`config.mk`:
```
export PLATFORM = sky130hd
export DESIGN_NAME = sprite_renderer
export DESIGN_NICKNAME = d
export VERILOG_FILES = /design/src/rtl/sprite_pkg.sv /design/src/rtl/sprite_rom.sv /design/src/rtl/sprite_renderer.sv
export SDC_FILE = /design/constraint.sdc
export NUM_CORES = 1
export LEC_CHECK = 0
export ABC_CLOCK_PERIOD_IN_PS = 3600
export CORE_AREA = 3 3 127 104
export CTS_BUF_LIST = sky130_fd_sc_hd__clkbuf_8
export DETAILED_ROUTE_END_ITERATION = 10
export DIE_AREA = 0 0 130 107
export GPL_TIMING_DRIVEN = 0
export PLACE_DENSITY = 0.75
export SLEW_MARGIN = 20
export SYNTH_ARGS = -nofsm -noshare
export SYNTH_HDL_FRONTEND = slang
export SYNTH_HIERARCHICAL = 1
export SYNTH_SLANG_ARGS = --single-unit
```
`constraint.sdc`:
```
create_clock -name clk_i -period 3.6 [get_ports clk_i]
set_input_delay 1.08 -clock clk_i [delete_from_list [all_inputs] [get_ports clk_i]]
set_output_delay 1.08 -clock clk_i [all_outputs]
set_load 0.1 [all_outputs]
```
`src/rtl/sprite_pkg.sv`:
```
// rtl/sprite_pkg.sv - shared constants and types for the sprite renderer
package sprite_pkg;

  localparam int SPRITE_DIM = 16;
  localparam int BPP        = 2;
  localparam int ROW_BITS   = SPRITE_DIM * BPP;

  localparam int MISC_EN       = 0;
  localparam int MISC_MIRROR_X = 1;
  localparam int MISC_MIRROR_Y = 2;
  localparam int MISC_SCALE_LO = 3;
  localparam int MISC_SCALE_HI = 4;

  typedef enum logic [1:0] {
    IDLE,
    ADDR,
    LOAD
  } fetch_state_e;

  typedef logic [5:0] rgb222_t;

endpackage

```
`src/rtl/sprite_rom.sv`:
```
// rtl/sprite_rom.sv - 16x32 sprite bitmap, 2 bpp, one-cycle registered read
module sprite_rom
  import sprite_pkg::*;
(
  input  logic                clk_i,
  input  logic                rst_ni,
  input  logic [3:0]          addr_i,
  output logic [ROW_BITS-1:0] data_o
);

  logic [ROW_BITS-1:0] data_q, data_d;

  // Pixel c of a row lives in bits [2c+1:2c]; only row 0 uses palette index 1
  always_comb begin
    data_d = '0;
    case (addr_i)
      4'd0:  data_d = 32'h0000_0001;
      4'd1:  data_d = 32'h0000_0F0A;
      4'd2:  data_d = 32'h0000_F0A0;
      4'd3:  data_d = 32'h000F_0A00;
      4'd4:  data_d = 32'h00F0_A000;
      4'd5:  data_d = 32'h0F0A_0000;
      4'd6:  data_d = 32'hF0A0_0000;
      4'd7:  data_d = 32'h0A00_000F;
      4'd8:  data_d = 32'hA000_00F0;
      4'd9:  data_d = 32'h3C3C_3C3C;
      4'd10: data_d = 32'hC3C3_C3C3;
      4'd11: data_d = 32'h8282_8282;
      4'd12: data_d = 32'h2828_2828;
      4'd13: data_d = 32'hEEEE_EEEE;
      4'd14: data_d = 32'hBBBB_BBBB;
      4'd15: data_d = 32'hC000_0000;
      default: data_d = '0;
    endcase
  end

  always_ff @(posedge clk_i or negedge rst_ni) begin
    if (!rst_ni) data_q <= '0;
    else         data_q <= data_d;
  end

  assign data_o = data_q;

endmodule

```
`src/rtl/sprite_renderer.sv`:
```
// rtl/sprite_renderer.sv - one 16x16 2-bpp sprite over a background, RGB222 out, latency 2
// Optional integer scaling of the sprite is enabled by defining SPRITE_SCALE_EN.
module sprite_renderer
  import sprite_pkg::*;
#(
  parameter int COORD_SHIFT = 1,
  parameter int H_BITS      = 10,
  parameter int V_BITS      = 10
) (
  input  logic              clk_i,
  input  logic              rst_ni,
  input  logic [5:0]        color1_i,
  input  logic [5:0]        color2_i,
  input  logic [5:0]        color3_i,
  input  logic [5:0]        color4_i,
  input  logic [7:0]        sprite_x_i,
  input  logic [7:0]        sprite_y_i,
  input  logic [4:0]        misc_i,
  input  logic [H_BITS-1:0] hpos_i,
  input  logic [V_BITS-1:0] vpos_i,
  input  logic              de_i,
  input  logic              hsync_i,
  input  logic              vsync_i,
  input  logic              frame_start_i,
  input  logic              line_start_i,
  output logic [5:0]        rgb_o,
  output logic              de_o,
  output logic              hsync_o,
  output logic              vsync_o
);

  rgb222_t     c1_q, c1_d, c2_q, c2_d, c3_q, c3_d, c4_q, c4_d;
  logic [7:0]  sx_q, sx_d, sy_q, sy_d;
  logic [4:0]  misc_q, misc_d;

  fetch_state_e        state_q, state_d;
  logic                hit_q, hit_d, line_hit_q, line_hit_d;
  logic [ROW_BITS-1:0] line_buf_q, line_buf_d, rom_data;
  logic [3:0]          rom_addr;
  logic signed [V_BITS:0] row_diff, row;
  logic                row_hit;

  logic signed [H_BITS:0] col_diff, col;
  logic [3:0]  col_c;
  logic        in_q, in_d, de1_q, de1_d, hs1_q, hs1_d, vs1_q, vs1_d;
  logic [1:0]  idx_q, idx_d;
  rgb222_t     rgb_q, rgb_d;
  logic        de2_q, de2_d, hs2_q, hs2_d, vs2_q, vs2_d;

  // Config only moves at frame boundaries so a frame is never torn
  always_comb begin
    c1_d = c1_q; c2_d = c2_q; c3_d = c3_q; c4_d = c4_q;
    sx_d = sx_q; sy_d = sy_q; misc_d = misc_q;
    if (frame_start_i) begin
      c1_d = color1_i; c2_d = color2_i; c3_d = color3_i; c4_d = color4_i;
      sx_d = sprite_x_i; sy_d = sprite_y_i; misc_d = misc_i;
    end
  end

  assign row_diff = $signed({1'b0, vpos_i}) - $signed((V_BITS+1)'({sy_q, {COORD_SHIFT{1'b0}}}));
  assign col_diff = $signed({1'b0, hpos_i}) - $signed((H_BITS+1)'({sx_q, {COORD_SHIFT{1'b0}}}));

`ifdef SPRITE_SCALE_EN
  assign row = row_diff >>> misc_q[MISC_SCALE_HI:MISC_SCALE_LO];
  assign col = col_diff >>> misc_q[MISC_SCALE_HI:MISC_SCALE_LO];
`else
  logic unused_scale;
  assign unused_scale = ^misc_q[MISC_SCALE_HI:MISC_SCALE_LO];
  assign row = row_diff;
  assign col = col_diff;
`endif

  // Negative offsets read as huge unsigned values, so one compare covers both bounds
  assign row_hit  = misc_q[MISC_EN] && ($unsigned(row) < (V_BITS+1)'(SPRITE_DIM));
  assign rom_addr = misc_q[MISC_MIRROR_Y] ? ~row[3:0] : row[3:0];

  sprite_rom u_rom (
    .clk_i  (clk_i),
    .rst_ni (rst_ni),
    .addr_i (rom_addr),
    .data_o (rom_data)
  );

  always_comb begin
    state_d    = state_q;
    hit_d      = hit_q;
    line_hit_d = line_hit_q;
    line_buf_d = line_buf_q;
    case (state_q)
      IDLE: if (line_start_i) state_d = ADDR;
      ADDR: begin
        hit_d   = row_hit;
        state_d = line_start_i ? ADDR : LOAD;
      end
      LOAD: begin
        if (line_start_i) begin
          state_d = ADDR;
        end else begin
          line_buf_d = hit_q ? rom_data : '0;
          line_hit_d = hit_q;
          state_d    = IDLE;
        end
      end
      default: state_d = IDLE;
    endcase
  end

  always_comb begin
    col_c = misc_q[MISC_MIRROR_X] ? ~col[3:0] : col[3:0];
    in_d  = line_hit_q && ($unsigned(col) < (H_BITS+1)'(SPRITE_DIM));
    idx_d = line_buf_q[{col_c, 1'b0} +: BPP];
    de1_d = de_i;
    hs1_d = hsync_i;
    vs1_d = vsync_i;
  end

  always_comb begin
    rgb_d = '0;
    if (de1_q) begin
      case (in_q ? idx_q : 2'd0)
        2'd1:    rgb_d = c2_q;
        2'd2:    rgb_d = c3_q;
        2'd3:    rgb_d = c4_q;
        default: rgb_d = c1_q;
      endcase
    end
    de2_d = de1_q;
    hs2_d = hs1_q;
    vs2_d = vs1_q;
  end

  always_ff @(posedge clk_i or negedge rst_ni) begin
    if (!rst_ni) begin
      c1_q <= '0; c2_q <= '0; c3_q <= '0; c4_q <= '0;
      sx_q <= '0; sy_q <= '0; misc_q <= '0;
      state_q <= IDLE; hit_q <= 1'b0; line_hit_q <= 1'b0; line_buf_q <= '0;
      in_q <= 1'b0; idx_q <= '0; de1_q <= 1'b0; hs1_q <= 1'b0; vs1_q <= 1'b0;
      rgb_q <= '0; de2_q <= 1'b0; hs2_q <= 1'b0; vs2_q <= 1'b0;
    end else begin
      c1_q <= c1_d; c2_q <= c2_d; c3_q <= c3_d; c4_q <= c4_d;
      sx_q <= sx_d; sy_q <= sy_d; misc_q <= misc_d;
      state_q <= state_d; hit_q <= hit_d; line_hit_q <= line_hit_d; line_buf_q <= line_buf_d;
      in_q <= in_d; idx_q <= idx_d; de1_q <= de1_d; hs1_q <= hs1_d; vs1_q <= vs1_d;
      rgb_q <= rgb_d; de2_q <= de2_d; hs2_q <= hs2_d; vs2_q <= vs2_d;
    end
  end

  assign rgb_o   = rgb_q;
  assign de_o    = de2_q;
  assign hsync_o = hs2_q;
  assign vsync_o = vs2_q;

endmodule

```
==> results by group, run 1 <==
Run status
  – Outcome: completed

Global routing
  – Met2 global-route usage: 33.6%
  – Initial antenna violation count: 0
  – Met3 usage: 5.08%
  – Most Crowded Layer GR: met2
  – Vias in the first global route: 4,781
  – Met1 GRT Util: 29.7%
  – Total global-route track usage: 21.6%
  – Largest net degree at the start of global routing: 81
  – Total grt overflow: 0
  – First-pass GRT wire length: 23,300 um

Route
  – Detailed Routing Iterations Pass 1: 5
  – Via density: 5.41
  – Routed wire length: 14,100 um
  – Detail Route Antenna Nets: 0
  – Vias: 4,783
  – # DRC: 0
  – DR WL/cell: 16.0 um
  – Initial drt markers: 280

Layout
  – Area of the multi-input gates: 0.00281 sq mm
  – Nets: 818
  – Fillers: 943
  – Share of layout cells above drive strength 1: 11.7%
  – ANT cells: 0
  – Synth-to-Final Area Change: 22.3%
  – Non-Filler Instances: 884
  – Register area: 0.00315 sq mm

Timing
  – Hold WS: 0.348 ns
  – # setup viols final: 0
  – RSZ-0062 raised after global routing: false
  – Fin. max-slew vios: 0
  – Least-Margin Pin Slew: 0.972 ns
  – Worst rel slew slack: 35.0%
  – Highest clock rate: 294 MHz
  – Final Critical Period: 3.40 ns
  – Final period util: 94.6%
  – Final hold violations: 0
  – Worst Clk Skew: 0.0117 ns

Worst setup path
  – Crit Path Max Fanout: 10
  – Worst Path Required: 3.89 ns
  – CP Capture Type: flip-flop
  – Setup crit start kind: input port
  – CP Class: input port to flip-flop
  – CP arrival: 3.70 ns

Synthesis
  – Mapped Area: 0.00623 sq mm
  – Synth top area share: 50.6%
  – Seq cells post-synth: 126
  – Mux cell area share after synthesis: 7.83%
  – Synth area leader: dfrtp_1
  – Synth Warn #: 6
  – Unique cell type count in the Yosys netlist: 56
  – Post-synthesis compound-gate area fraction: 15.6%
  – Main combinational cell family by area after synthesis: compound AO/OA/AOI/OAI gates
  – FFs w/ async S/R, synth: 100%
  – Synth top cells by count: 126 x dfrtp_1, 116 x nand2_1, 86 x o21ai_0
  – Cells after synthesis: 623
  – Synth top area cells: dfrtp_1 51%, nand2_1 7.0%, o21ai_0 6.9%
  – Post-Syn Nets: 721
  – Ys flop type: dfrtp_1
  – Post-synth EDFFs: 0
  – Post-synthesis adder-cell area fraction: 5.46%
  – Post-Synth Simple-Gate Area: 13.9%
  – Register area share after synthesis: 50.6%
  – Post-Synth XOR/XNOR Area: 2.37%
  – Top-count cell post-synth: dfrtp_1
  – Average cell area after synthesis: 10.0 sq um

Place
  – Port bufs: 77
  – Dpl cells: 853
  – Gp weighted congestion: 0.867
  – Post-detail-place hpwl: 10,600 um

Flow run
  – Max cap viols: 0

Pwr
  – P_leak: 0.00332 uW
  – Power density cells: 532 mW/mm^2
  – Maximum vdd drop: 0.000343 V

Floorplanning
  – Die footprint: 0.0139 sq mm
  – Core area: 0.0121 sq mm
  – Initial Util: 51.4%
  – Die height: 107 um
  – Cell Rows: 36
  – Die width: 130 um
  – # IOs: 81

CTS
  – Cts bufs inserted: 17
  – CTS tree: done
  – Clock latency on the worst-skew pair: 0.44 ns
  – Clock root buffer: clkbuf_8
  – Clk sink count: 126
  – # H-tree levels: 4
  – Post-CTS resize count: 0
  – Setup bufs post-CTS: 0
  – Hold Buf Count CTS: 0
  – CTS max path bufs: 2
  – Clk slew on worst S/H paths: 0.07 ns

Min path
  – Min-Delay Path Class: flip-flop to flip-flop
## critical path, stage by stage
cell and delay, ns:
clkdlybuf4s50_1 0.46, inv_1 0.04, ha_1 0.29, xnor2_1 0.68, inv_1 0.27, ha_1 0.33, nor2b_1 0.20, o21ai_0 0.18
o21ai_0 0.16
## routing by layer
metal,vias up,part of all wire (%)
met4,0,2.1
met3,20,6.0
met1,2243,46
met5,-,0
li1,2357,-
met2,163,46
## registers in the layout, summed over array words and instances, names as in the netlist, 8 cells and up
signal / flops
line_buf_q: 32
u_rom/data_o: 32
sx_q: 8
sy_q: 8
## logic make-up after synthesis
| logic type | after synthesis |
|---|---|
| XOR/XNOR | 16 |
| AND/OR/NAND/NOR | 191 |
| multiplexers | 45 |
| flip-flops | 126 |
| buffers and inverters | 59 |
| AO/OA/AOI/OAI | 160 |
| adder cells (fa/ha/maj) | 26 |
## placed cells by master, fill, tap and decap left out, types with 5 or more instances in the layout
cell type and count:
clkdlybuf4s50_1 76, nand3_1 8, xnor2_1 10, buf_6 5, nor2b_1 13, ha_1 24, nor3_1 5, dfrtp_1 126
nor2_1 18, a21oi_1 20, buf_2 5, and2_1 7, mux2i_1 15, xor2_1 5, inv_1 23, mux2_2 30
nand2b_1 10, o221ai_1 12, nand2_1 116, o21ai_1 7, clkbuf_1 24, clkbuf_8 19, o21ai_0 86
## stage by stage
step	setup WS (ns)	total power [uW]	setup TNS (ns)	utilization, %	cell area [sq um]
2_1_floorplan	0.750	2500	0	-	6230
3_3_place_gp	-3.26	2820	-409.97	59.4	7190
3_5_place_dp	-0.149	2860	-1.04	59.6	7220
4_1_cts	0.327	4090	0	62.9	7620
5_1_grt	0.0171	4290	0	62.9	7620
6_report	0.196	4060	0	62.9	7620
## final timing paths
| check | startpoint | to | slack (ns) | cells after the start |
|---|---|---|---|---|
| hold reg to reg | hs1_q$_DFF_PN0_ | hsync_o$_DFF_PN0_ | 0.35 | 0 |
| setup / recovery | vpos_i[1] | u_rom/data_o[20]$_DFF_PN0_ | 0.20 | 9 |
| min in group asynchronous | rst_ni | rgb_o[4]$_DFF_PN0_ | 0.57 | 1 |
| max in group asynchronous | rst_ni | line_buf_q[23]$_DFFE_PN0P_ | 2.29 | 2 |
| hold / removal | hs1_q$_DFF_PN0_ | hsync_o$_DFF_PN0_ | 0.35 | 0 |
| setup reg to reg | misc_q[2]$_DFFE_PN0P_ | u_rom/data_o[29]$_DFF_PN0_ | 0.89 | 8 |
## report_power, final
group / internal (uW) / switching [uW] / total [uW]
Sequential: 1630 / 70.5 / 1700
Clock: 651 / 567 / 1220
Combinational: 469 / 671 / 1140
## final cells by class
class	instances	share of cell area (%)
Sequential cell	126	41.4
Buffer	36	2.35
Clock inverter	12	1.82
Clock buffer	19	3.43
Timing Repair Buffer	78	10.5
Tap cell	152	2.50
Inverter	23	1.13
Multi-Input combinational cell	438	36.9
Power figures use the tool's default switching activity.
==> run 2, diff against run 1 <==
--- a/config.mk
+++ b/config.mk
@@ -6,12 +6,15 @@
 export NUM_CORES = 1
 export LEC_CHECK = 0
 export ABC_CLOCK_PERIOD_IN_PS = 3600
-export CORE_AREA = 3 3 127 104
+export CELL_PAD_IN_SITES_DETAIL_PLACEMENT = 1
+export CELL_PAD_IN_SITES_GLOBAL_PLACEMENT = 1
+export CORE_AREA = 3 3 132 108
 export CTS_BUF_LIST = sky130_fd_sc_hd__clkbuf_8
 export DETAILED_ROUTE_END_ITERATION = 10
-export DIE_AREA = 0 0 130 107
+export DIE_AREA = 0 0 135 111
+export GPL_ROUTABILITY_DRIVEN = 0
 export GPL_TIMING_DRIVEN = 0
-export PLACE_DENSITY = 0.75
+export PLACE_DENSITY_LB_ADDON = 0.1
 export SLEW_MARGIN = 20
 export SYNTH_ARGS = -nofsm -noshare
 export SYNTH_HDL_FRONTEND = slang
==> results by group, run 2 (synthesis gave the netlist of run 1 again) <==
Run status
  – Outcome: completed

Timing
  – Final period util: 93.7% (-0.87 points)
  – # setup viols final: 0 (unchanged)
  – Worst Clk Skew: 0.00790 ns (-0.00382 ns)
  – Final hold violations: 0 (unchanged)
  – Worst Setup Slack, final: 0.227 ns (+0.0312 ns)
  – RSZ-0062 raised after global routing: false
  – Fin. max-slew vios: 0 (unchanged)
  – Least-Margin Pin Slew: 0.982 ns (+0.0102 ns)
  – Final Critical Period: 3.37 ns (-0.0312 ns)
  – Highest clock rate: 296 MHz (+0.93%)
  – Worst rel slew slack: 34.3% (-0.68 points)

CTS
  – Clk sink count: 126 (unchanged)
  – Hold Buf Count CTS: 0 (unchanged)
  – Clock root buffer: clkbuf_8
  – CTS tree: done
  – Setup bufs post-CTS: 0 (unchanged)
  – # H-tree levels: 4 (unchanged)
  – Clk slew on worst S/H paths: 0.07 ns (about the same)
  – Post-CTS resize count: 0 (unchanged)
  – Clock latency on the worst-skew pair: 0.44 ns (about the same)
  – Cts bufs inserted: 17 (unchanged)
  – CTS max path bufs: 2 (unchanged)

Route
  – # DRC: 0 (unchanged)
  – DR WL/cell: 18.4 um (+15%)
  – Detail Route Antenna Nets: 0 (unchanged)
  – Initial drt markers: 248 (-11%)
  – Routed wire length: 16,700 um (+18%)
  – Vias: 4,907 (+2.6%)
  – Via density: 5.40 (-0.12%)
  – Detailed Routing Iterations Pass 1: 4 (-1)

Global routing
  – First-pass GRT wire length: 27,600 um (+18%)
  – Total global-route track usage: 23.5% (+1.9 points)
  – Vias in the first global route: 5,229 (+9.4%)
  – Total grt overflow: 0 (unchanged)
  – Initial antenna violation count: 0 (unchanged)
  – Largest net degree at the start of global routing: 86 (+6.2%)

Layout
  – ANT cells: 0 (unchanged)
  – Commonest non-fill, non-tap cell in the layout: dfrtp_1
  – Nets: 818 (unchanged)
  – Synth-to-Final Area Change: 22.7%
  – Share of layout cells above drive strength 1: 11.2% (-0.56 points)
  – Most frequent cells in the layout: 126 x dfrtp_1, 116 x nand2_1, 86 x o21ai_0

Floorplanning
  – # IOs: 81 (unchanged)
  – Die height: 111 um (+3.7%)
  – Die footprint: 0.0150 sq mm (+7.7%)
  – Core area: 0.0129 sq mm (+6.6%)
  – Cell Rows: 37 (+2.8%)
  – Initial Util: 48.3% (-3.2 points)
  – Die width: 135 um (+3.8%)

Pwr
  – P_leak: 0.00335 uW (+0.92%)
  – Power density cells: 536 mW/mm^2 (+0.64%)
  – Maximum vdd drop: 0.000321 V (-6.5%)
  – Tot Pwr: 4100 uW (+1.0%)

Place
  – Port bufs: 77 (unchanged)
  – Post-detail-place hpwl: 12,600 um (+19%)
  – Pre-CTS WS: -0.215 ns (-0.0667 ns)

Worst setup path
  – Crit Path Max Fanout: 10 (unchanged)
  – Worst Path Required: 3.91 ns (+0.02 ns)
  – Setup crit start kind: input port
  – CP Class: input port to flip-flop
  – CP Capture Type: flip-flop
  – CP arrival: 3.68 ns (-0.02 ns)

Flow run
  – Max cap viols: 0 (unchanged)

Min path
  – Min-Delay Path Class: flip-flop to flip-flop
==> run 2: cell count changes in the layout (fill, tap and decap cells not counted), sizes merged <==
cell      change
clkinvlp      -3
inv           +4
clkinv        -3
clkbuf        +3
==> run 2: worst paths after layout <==
check / slack [ns] / depth (start not counted) / end / startpoint
max: 0.23 / 9 / u_rom/data_o[22]$_DFF_PN0_ / vpos_i[1]
min: 0.35 / 0 / hsync_o$_DFF_PN0_ / hs1_q$_DFF_PN0_
max reg2reg: 0.92 / 8 / u_rom/data_o[28]$_DFF_PN0_ / misc_q[2]$_DFFE_PN0P_
min reg2reg: 0.35 / 0 / hsync_o$_DFF_PN0_ / hs1_q$_DFF_PN0_
max in group asynchronous: 2.30 / 2 / u_rom/data_o[8]$_DFF_PN0_ / rst_ni
min in group asynchronous: 0.55 / 1 / c3_q[4]$_DFFE_PN0P_ / rst_ni
==> run 2: cell type report <==
| class | instances | area, sq um |
|---|---|---|
| buffer | 36 | 179 |
| tap | 175 | 219 |
| clock inverter | 10 | 96.3 |
| clock buffer | 22 | 303 |
| timing repair buffer | 78 | 800 |
| sequential | 126 | 3150 |
| multi-input combinational | 438 | 2810 |
| fill | 1419 | 5270 |
| inverter | 23 | 86.3 |
==> run 2: critical path, stage by stage <==
cell and delay (ns):
clkdlybuf4s50_1 0.45, inv_1 0.04, ha_1 0.30, xnor2_1 0.70
inv_1 0.26, ha_1 0.34, and2_1 0.20, o21ai_0 0.18
o21ai_0 0.12
==> run 2: metal layers <==
metal	wire, um	vias to the layer above	global-route usage, %
li1	-	2355	-
met1	7810	2452	32.2
met2	8030	84	37.7
met3	667	16	5.40
met4	173	0	6.65
met5	0	-	0
==> run 2: metrics by stage <==
stage               instance area (sq um)  std cells  hold slack (ns)  TNS (ns)  utilization [%]
finish                               7650        908            0.350         0             59.2
global route                         7650        908            0.358         0             59.2
CTS                                  7650        908            0.352         0             59.2
detailed placement                   7250        876            0.336     -1.88             56.1
global placement                     7220        875            0.332   -415.48             55.9
floorplan                            6230        623            0.331         0                -
==> run 2: power by group <==
| group | internal, uW | switching, uW | leakage, uW |
|---|---|---|---|
| Sequential | 1630 | 80.0 | 0.00160 |
| Clock | 693 | 526 | 0.000221 |
| Combinational | 470 | 699 | 0.00153 |
